$ cat src/rtl/reg_file_arbiter_pkg.sv
// ---------------------------------------------------------------------------
// reg_file_arbiter_pkg
//   Shared definitions for the reg_file arbiter: owner encoding and the
//   default widths used by the arbiter top level.
// ---------------------------------------------------------------------------
package reg_file_arbiter_pkg;

    localparam int DEF_DATA_W = 32;
    localparam int DEF_ADDR_W = 5;
    localparam int DEF_CNT_W  = 16;

    // Owner tag carried down the pipeline with every accepted command.
    localparam logic OWNER_A = 1'b0;
    localparam logic OWNER_B = 1'b1;

endpackage

$ cat src/rtl/reg_file_arbiter_rr_arb2.sv
// ---------------------------------------------------------------------------
// rr_arb2
//   Two-way round-robin arbiter, purely combinational.
//   Ports:
//     req   [1:0]  request vector, bit 0 = client A, bit 1 = client B
//     last         owner that won the previous accepted contest
//     grant [1:0]  one-hot grant, or zero when nobody requests
// ---------------------------------------------------------------------------
module rr_arb2
    import reg_file_arbiter_pkg::*;
(
    input  logic [1:0] req,
    input  logic       last,
    output logic [1:0] grant
);

    always_comb begin
        grant = 2'b00;
        case (req)
            2'b01:   grant = 2'b01;
            2'b10:   grant = 2'b10;
            // Contest: the client that did not win last time goes first.
            2'b11:   grant = (last == OWNER_B) ? 2'b01 : 2'b10;
            default: grant = 2'b00;
        endcase
    end

endmodule

$ cat src/rtl/reg_file_arbiter.sv
// ---------------------------------------------------------------------------
// reg_file_arbiter
//   Shares one reg_file (2 combinational read ports, 1 write port) between
//   clients A and B. Round-robin arbitration, accept stage in the handshake
//   cycle N, issue stage register driving the reg_file in N+1, response
//   strobe in N+2.
//
//   Handshake: a request transfers on a cycle where x_valid & x_ready are
//   both high at the rising edge; the requester keeps its fields stable while
//   x_valid is high and x_ready is low. Responses have no backpressure.
//
//   Ports:
//     clk, rst                 clock, synchronous active-high reset
//     a_valid/a_ready          client A request handshake
//     a_rs1/a_rs2/a_rd         client A register indices
//     a_we/a_wdata             client A write enable and data
//     a_rsp_valid              client A one-cycle response strobe
//     a_rv1/a_rv2              client A read data, held until next response
//     b_*                      same set for client B
//     rf_rs1/rf_rs2/rf_rd      reg_file indices
//     rf_we/rf_indata          reg_file write enable and data
//     rf_rv1/rf_rv2            reg_file combinational read data
//     a_grants/b_grants        saturating accepted-request counters
// ---------------------------------------------------------------------------
module reg_file_arbiter
    import reg_file_arbiter_pkg::*;
#(
    parameter int DATA_W = DEF_DATA_W,
    parameter int ADDR_W = DEF_ADDR_W,
    parameter int CNT_W  = DEF_CNT_W
) (
    input  logic              clk,
    input  logic              rst,

    input  logic              a_valid,
    output logic              a_ready,
    input  logic [ADDR_W-1:0] a_rs1,
    input  logic [ADDR_W-1:0] a_rs2,
    input  logic [ADDR_W-1:0] a_rd,
    input  logic              a_we,
    input  logic [DATA_W-1:0] a_wdata,
    output logic              a_rsp_valid,
    output logic [DATA_W-1:0] a_rv1,
    output logic [DATA_W-1:0] a_rv2,

    input  logic              b_valid,
    output logic              b_ready,
    input  logic [ADDR_W-1:0] b_rs1,
    input  logic [ADDR_W-1:0] b_rs2,
    input  logic [ADDR_W-1:0] b_rd,
    input  logic              b_we,
    input  logic [DATA_W-1:0] b_wdata,
    output logic              b_rsp_valid,
    output logic [DATA_W-1:0] b_rv1,
    output logic [DATA_W-1:0] b_rv2,

    output logic [ADDR_W-1:0] rf_rs1,
    output logic [ADDR_W-1:0] rf_rs2,
    output logic [ADDR_W-1:0] rf_rd,
    output logic              rf_we,
    output logic [DATA_W-1:0] rf_indata,
    input  logic [DATA_W-1:0] rf_rv1,
    input  logic [DATA_W-1:0] rf_rv2,

    output logic [CNT_W-1:0]  a_grants,
    output logic [CNT_W-1:0]  b_grants
);

    localparam logic [CNT_W-1:0] CNT_MAX = {CNT_W{1'b1}};

    logic              last_grant;
    logic [1:0]        grant;
    logic              fire_a;
    logic              fire_b;

    // Accept stage: the winning request as seen in the handshake cycle.
    logic              acc_v;
    logic              acc_owner;
    logic [ADDR_W-1:0] acc_rs1;
    logic [ADDR_W-1:0] acc_rs2;
    logic [ADDR_W-1:0] acc_rd;
    logic              acc_we;
    logic [DATA_W-1:0] acc_wdata;

    // Issue stage: the command currently presented to the reg_file.
    logic              iss_v;
    logic              iss_owner;
    logic [ADDR_W-1:0] iss_rs1;
    logic [ADDR_W-1:0] iss_rs2;
    logic [ADDR_W-1:0] iss_rd;
    logic              iss_we;
    logic [DATA_W-1:0] iss_wdata;

    rr_arb2 u_arb (
        .req   ({b_valid, a_valid}),
        .last  (last_grant),
        .grant (grant)
    );

    assign a_ready = grant[0] & ~rst;
    assign b_ready = grant[1] & ~rst;
    assign fire_a  = a_valid & a_ready;
    assign fire_b  = b_valid & b_ready;

    always_comb begin
        acc_v     = fire_a | fire_b;
        acc_owner = OWNER_A;
        acc_rs1   = a_rs1;
        acc_rs2   = a_rs2;
        acc_rd    = a_rd;
        acc_we    = a_we;
        acc_wdata = a_wdata;
        if (fire_b) begin
            acc_owner = OWNER_B;
            acc_rs1   = b_rs1;
            acc_rs2   = b_rs2;
            acc_rd    = b_rd;
            acc_we    = b_we;
            acc_wdata = b_wdata;
        end
    end

    // Accept -> issue register, round-robin pointer and grant counters.
    // Issue fields only load on a valid command so the reg_file address and
    // data lines hold their last values while idle.
    always_ff @(posedge clk) begin
        if (rst) begin
            last_grant <= OWNER_B;
            iss_v      <= 1'b0;
            iss_owner  <= OWNER_A;
            iss_rs1    <= '0;
            iss_rs2    <= '0;
            iss_rd     <= '0;
            iss_we     <= 1'b0;
            iss_wdata  <= '0;
            a_grants   <= '0;
            b_grants   <= '0;
        end else begin
            iss_v <= acc_v;
            if (acc_v) begin
                iss_owner  <= acc_owner;
                iss_rs1    <= acc_rs1;
                iss_rs2    <= acc_rs2;
                iss_rd     <= acc_rd;
                iss_we     <= acc_we;
                iss_wdata  <= acc_wdata;
                last_grant <= acc_owner;
                if (acc_owner == OWNER_A) begin
                    if (a_grants != CNT_MAX) a_grants <= a_grants + CNT_W'(1);
                end else begin
                    if (b_grants != CNT_MAX) b_grants <= b_grants + CNT_W'(1);
                end
            end
        end
    end

    assign rf_rs1    = iss_rs1;
    assign rf_rs2    = iss_rs2;
    assign rf_rd     = iss_rd;
    assign rf_indata = iss_wdata;
    // Reset kills the write in the same cycle, not just at the next edge.
    assign rf_we     = iss_v & iss_we & ~rst;

    // Response registers: read data is sampled at the end of the issue cycle,
    // before the command's own write lands, and only the owner's copy moves.
    always_ff @(posedge clk) begin
        if (rst) begin
            a_rsp_valid <= 1'b0;
            b_rsp_valid <= 1'b0;
            a_rv1       <= '0;
            a_rv2       <= '0;
            b_rv1       <= '0;
            b_rv2       <= '0;
        end else begin
            a_rsp_valid <= iss_v & (iss_owner == OWNER_A);
            b_rsp_valid <= iss_v & (iss_owner == OWNER_B);
            if (iss_v && iss_owner == OWNER_A) begin
                a_rv1 <= rf_rv1;
                a_rv2 <= rf_rv2;
            end
            if (iss_v && iss_owner == OWNER_B) begin
                b_rv1 <= rf_rv1;
                b_rv2 <= rf_rv2;
            end
        end
    end

endmodule

$ cat config.mk
export PLATFORM = sky130hd
export DESIGN_NAME = reg_file_arbiter
export DESIGN_NICKNAME = d
export VERILOG_FILES = /design/src/rtl/reg_file_arbiter_pkg.sv /design/src/rtl/reg_file_arbiter_rr_arb2.sv /design/src/rtl/reg_file_arbiter.sv
export SDC_FILE = /design/constraint.sdc
export NUM_CORES = 1
export LEC_CHECK = 0
export ABC_AREA = 1
export CORE_MARGIN = 3
export CORE_UTILIZATION = 25
export DETAILED_ROUTE_END_ITERATION = 8
export GPL_ROUTABILITY_DRIVEN = 0
export PLACE_DENSITY = 0.52
export SETUP_SLACK_MARGIN = 0.5
export SLEW_MARGIN = 15
export SYNTH_ARGS = -nofsm -noshare
export SYNTH_HDL_FRONTEND = slang
export SYNTH_HIERARCHICAL = 1
export SYNTH_SLANG_ARGS = --single-unit
$ cat constraint.sdc
create_clock -name clk -period 1.41 [get_ports clk]
set_input_delay 0.282 -clock clk [delete_from_list [all_inputs] [get_ports clk]]
set_output_delay 0.282 -clock clk [all_outputs]
set_load 0.05 [all_outputs]
Word level (Yosys, flattened, before mapping)
Cells that the tools add are included.
{"block": "classes", "add_sub_neg": 2, "n_eq_ne": 5, "muxes": 8, "n_bitwise": 12, "reduce_logical": 4}
{"operator": "16-bit by 1-bit adder with 16-bit output, second input constant", "count": 2}
{"operator": "32-bit 2-to-1 mux", "count": 1}
{"operator": "16-bit inequality test, second input constant", "count": 2}
{"operator": "5-bit 2-to-1 mux", "count": 3}
{"operator": "1-bit bitwise AND", "count": 8}
{"operator": "2-bit case mux with 3 select lines", "count": 1}
{"operator": "3-bit AND reduction", "count": 2}
{"operator": "2-bit == test, second input constant", "count": 2}
{"operator": "1-bit inverter", "count": 3}
{"operator": "2-bit by 1-bit == test with 1-bit output, second input constant", "count": 1}
{"operator": "1-bit logical AND", "count": 2}
{"operator": "1-bit 2-to-1 mux", "count": 2}
{"operator": "2-bit 2-to-1 mux", "count": 1}
{"operator": "1-bit OR", "count": 1}
{"block": "totals", "register_bits": 213, "in_bits": 164, "output_inout_bits": 212, "wordCells": 47}

Depth between registers and ports, before layout
{"block": "depth", "ltp_word": 7, "depth_mapped": 10, "mapped_depth_nobuf": 10}

Modules after synthesis
The synthesis kept the hierarchy.
{"mod": "reg_file_arbiter", "n_inst": 1, "cells_each": 1137, "area_per_inst_um2": 8373.0, "seq_area_each_um2": 4264.1}
{"mod": "rr_arb2", "n_inst": 1, "cells_each": 5, "area_per_inst_um2": 21.3, "seq_area_each_um2": 0.0}

Worst setup path after synthesis
OpenSTA, ideal clock, no wires.
{"block": "synth_timing", "path_kind": "reg-to-reg", "startpoint": "reg a_grants[0]", "endpoint": "reg a_grants[13]", "setup_time_ps": 117, "arrival_ps": 1787, "t_required_ps": 1293, "path_slack_ps": -494, "path_stages_with_launch": 10, "n_path_buf": 1, "period_less_slack_ps": 1904, "path_cell_list": "dfxtp_1 ha_1 nand2_1 nor2_1 nand2_2 nor2_4 nand2_2 buf_6 a21oi_1 nor2_1"}
{"block": "synth_between", "elab_chain_cells": 2, "elab_cells_between_ends": 3, "cone_classes": "add/sub: 1; eq/ne: 1; reduce/logical: 1"}
{"element": "from (decl)", "line": "reg_file_arbiter.sv:65", "text": "output logic [CNT_W-1:0] a_grants,"}
{"element": "from (signal assigned)", "line": "reg_file_arbiter.sv:149", "text": "if (a_grants != CNT_MAX) a_grants <= a_grants + CNT_W'(1);"}
{"element": "branches (longest 2 deep; another with 16-bit by 1-bit adder with 16-bit output)"}
Parallel ways; which one is timed is not known.
A chain may end at the register's enable or synchronous reset.

Worst setup path in the final report
{"block": "layout_timing", "startpoint": "reg last_grant", "endpoint": "out a_ready"}
{"block": "layout_between", "elab_chain_cells": 3}
{"element": "from (decl)", "line": "reg_file_arbiter.sv:71", "text": "logic last_grant;"}
{"element": "from (signal assigned)", "line": "reg_file_arbiter.sv:147", "text": "last_grant <= acc_owner;"}
{"element": "2-bit 2-to-1 mux", "line": "reg_file_arbiter_rr_arb2.sv:23", "text": "2'b11: grant = (last == OWNER_B) ? 2'b01 : 2'b10;"}
{"element": "2-bit case mux with 3 select lines", "line": "reg_file_arbiter_rr_arb2.sv:19", "text": "case (req)"}
{"element": "named net grant[0]", "line": "reg_file_arbiter.sv:72", "text": "logic [1:0] grant;"}
{"element": "1-bit bitwise AND", "line": "reg_file_arbiter.sv:100", "text": "assign a_ready = grant[0] & ~rst;"}
{"element": "to (decl)", "line": "reg_file_arbiter.sv:36", "text": "output logic a_ready,"}
The timed path passes the listed nets, and every way through them passes these cells.

==> summary.md <==
| Metric | Value |
|---|---|
| Critical Path Source | `last_grant$_SDFFE_PP1P_` |
| Slew headroom | `0.704` |
| GR Util All Layers | `0.201` |
| Worst hold path depth | `4` |
| Net Sw Power | `5.11 mW` |
| Largest area contributor in the netlist | `dfxtp_1` |
| Leakage | `7.98 nW` |
| Die Area | `35800 um^2` |
| # clock sinks | `213` |
| Synth area leaders | `dfxtp_1, nor2_1, o21ai_0` |
| Period utilization | `1.22` |
| Post-Syn Area | `8390 um^2` |
| DR pass1 iterations | `4` |
| IO buf count | `375` |
| Final WS setup | `-0.314 ns` |
| PwrDens | `849 nW/um^2` |
| Setup TNS | `-15.24 ns` |
| Worst path arrival time | `1.44 ns` |
| R2R Path Start | `last_grant$_SDFFE_PP1P_` |
| Post-detailed-placement cell area | `15700 um^2` |
| Nets | `1879` |
| Yosys reg bits | `213` |
| Unrepaired setup endpoints after global routing | `yes` |
| Initial Util | `0.256` |
| CP Capture Type | `output pin` |
| CTS tree | `yes` |
| Routed vias | `10100` |
| Post-synthesis sequential area ratio | `0.508` |
| Critical path startpoint category | `flip-flop` |
| First-pass GRT wire length | `56900 um` |
| Worst clock skew | `0.0166 ns` |
| Final hold vios | `0` |
| DIE WIDTH | `189 um` |
| Clk buf depth | `3` |
| Setup WS pre-CTS | `-0.616 ns` |
| R2r setup slk | `-0.25 ns` |
| Syn_nets | `1308` |
| Hold Crit Endpoint | `last_grant$_SDFFE_PP1P_` |
| Crit Path Category | `flip-flop to output pin` |
| Hold Startpoint | `rst` |
| Initial antenna violation count | `1` |
| Share of layout cells above drive strength 1 | `0.581` |
| FMAX | `580 MHz` |
| Worst slew pin tran | `0.443 ns` |
| Switching share of power | `0.293` |
| WP data required | `1.13 ns` |
| Area growth, synth to finish | `144%` |
| CP max FO | `3` |
| Fin cells | `2173` |
| Hold Buf Count CTS | `0` |
| Comb pwr share | `0.266` |
| Failing checks | `setup timing` |
| Setup Viol. Count Final | `92` |
| Min cycle time layout | `1.72 ns` |
| Synthesized area per cell | `7.35 um^2` |
| Vias per cell | `4.64` |
| Worst-path clk slew | `0.05 ns` |
| Yosys warning count | `6` |
| Vias in the first global route | `10100` |
| Clk pwr share | `0.358` |
| Placed cell count | `1968` |
| Hold Worst Slack | `0.228 ns` |
| Final Instance Area | `20500 um^2` |
| Synth cell count leaders | `nor2_1, dfxtp_1, nand2_1, o21ai_0` |
| HP Class | `input pin to flip-flop` |
| Status | `complete, but fails checks` |
| Slew Limit Fails | `0` |
| Wire length per cell | `18.4 um` |
| Ports | `376` |
| Core ar. | `32800 um^2` |
| Die Height | `189 um` |
| Final WL | `40100 um` |
| DP HPWL | `24200 um` |
| Drc violations | `0` |
| Largest net degree at the start of global routing | `50` |
| Yosys cell types | `34` |
| Most frequent cell after synthesis | `nor2_1` |
| Peak supply drop | `738 uV` |
| Max-Cap Viols | `0` |
| Mapped Cells | `1142` |
| Row Count | `66` |
| Commonest register cell after synthesis | `dfxtp_1` |
| Number of synthesized flops with an enable pin | `0` |
| Worst reg2reg endpoint | `rf_indata[13]$_SDFFE_PP0P_` |
| H-tree Lvls | `1` |
| Clock Latency Late Sink | `0.53 ns` |
| Post-synth top area share | `0.508` |
| Grt ovf | `0` |
| CTS Root Cell | `clkbuf_16` |
| FF-to-FF path depth | `10` |
| FFs w/ async S/R, synth | `0` |
| Final ANT Viol Nets | `0` |
| Sequential Power Share | `0.376` |
| Pint | `12.3 mW` |
| DRT iter0 DRCs | `311` |
| Total CTS buffers | `26` |
cell type report:
type,count,area (um^2)
Fill cell,2573,12300
Timing Repair Buffer,611,8940
Multi-Input combinational cell,832,5290
Sequential cell,213,4750
Clock buffer,40,754
Tap cell,442,553
Inverter,27,176
Timing Repair inverter,2,31.3
Clock inverter,5,25.0
Antenna cell,1,2.50
cell usage in the layout, fill, tap and decap left out, drive strengths merged, types with 2 or more instances in the layout:
cell           Yosys  final
a22oi              2      2
nand3             42     42
nand4              4      4
buf               30    438
a31oi             23     23
o21a              10     10
nor2             360    361
dfxtp            213    213
nand3b             5      5
inv               26     25
clkinvlp           0      2
clkinv             1      7
xor2               4      4
clkbuf            41     50
ha                 2      2
clkdlybuf4s50      0    160
dlymetal6s2s       0      2
nand2            170    170
o21ai            170    170
a21oi             34     34
critical path: stages, from the launching register on:
cell,delay (ns)
dfxtp_4,0.36
nand3_2,0.06
nand2_2,0.06
buf_6,0.12
nand2_4,0.07
clkinvlp_4,0.10
buf_12,0.15
worst max-delay path by stage:
stage,endpoint
finish,a_ready
global route,a_ready
CTS,a_ready
detailed placement,rf_indata[23]$_SDFFE_PP0P_
global placement,rf_indata[28]$_SDFFE_PP0P_
floorplan,a_grants[3]$_SDFFE_PP0P_
sequential cells by signal, indices dropped and copies added (netlist names):
register,flops
rf_rs1,5
a_rsp_valid,1
rf_rs2,5
a_rv2,32
iss_v,1
rf_indata,32
b_rsp_valid,1
last_grant,1
b_grants,16
b_rv1,32
rf_rd,5
iss_owner,1
a_grants,16
b_rv2,32
a_rv1,32
iss_we,1
stage by stage:
step                       util  power, mW
after detailed placement  0.478       10.2
final                     0.626       17.4
after CTS                 0.576       17.2
after floorplan               -       8.22
after global routing      0.626       18.1
after global placement    0.478       10.2
routing by layer:
layer | vias up | GRT usage | part of all wire
li1 | 4905 | - | -
met2 | 385 | 0.354 | 0.50
met5 | - | 0 | 0
met3 | 65 | 0.0618 | 0.086
met1 | 4732 | 0.232 | 0.39
met4 | 0 | 0.0645 | 0.030
cells by family (layout without fill, tap and decap cells):
family                   after synthesis  after routing  share of synthesized area
AND/OR/NAND/NOR                      583            584                      0.279
AO/OA/AOI/OAI                        241            241                      0.152
flip-flops                           213            213                      0.508
buffers and inverters                 98            685                     0.0537
XOR/XNOR                               5              5                    0.00522
adder cells (fa/ha/maj)                2              2                    0.00298
other                                  0              1                          0
what timing repair did:
item	in CTS	in global routing
cloned	25	15
gates resized for setup	459	288
setup endpoints to repair	425	425
hold endpoints to repair	0	0
pin swaps	94	59
setup buffers	78	41
power groups by stage:
| stage | Clock (mW) | Combinational (mW) | Sequential [mW] |
|---|---|---|---|
| final | 6.23 | 4.63 | 6.55 |
| after floorplan | 0 | 0.802 | 7.42 |
| after global routing | 6.62 | 4.85 | 6.58 |
| after global placement | 0 | 3.52 | 6.66 |
| after CTS | 6.38 | 4.21 | 6.59 |
| after detailed placement | 0 | 3.53 | 6.67 |
No activity file was read; power rests on OpenSTA's default activity.
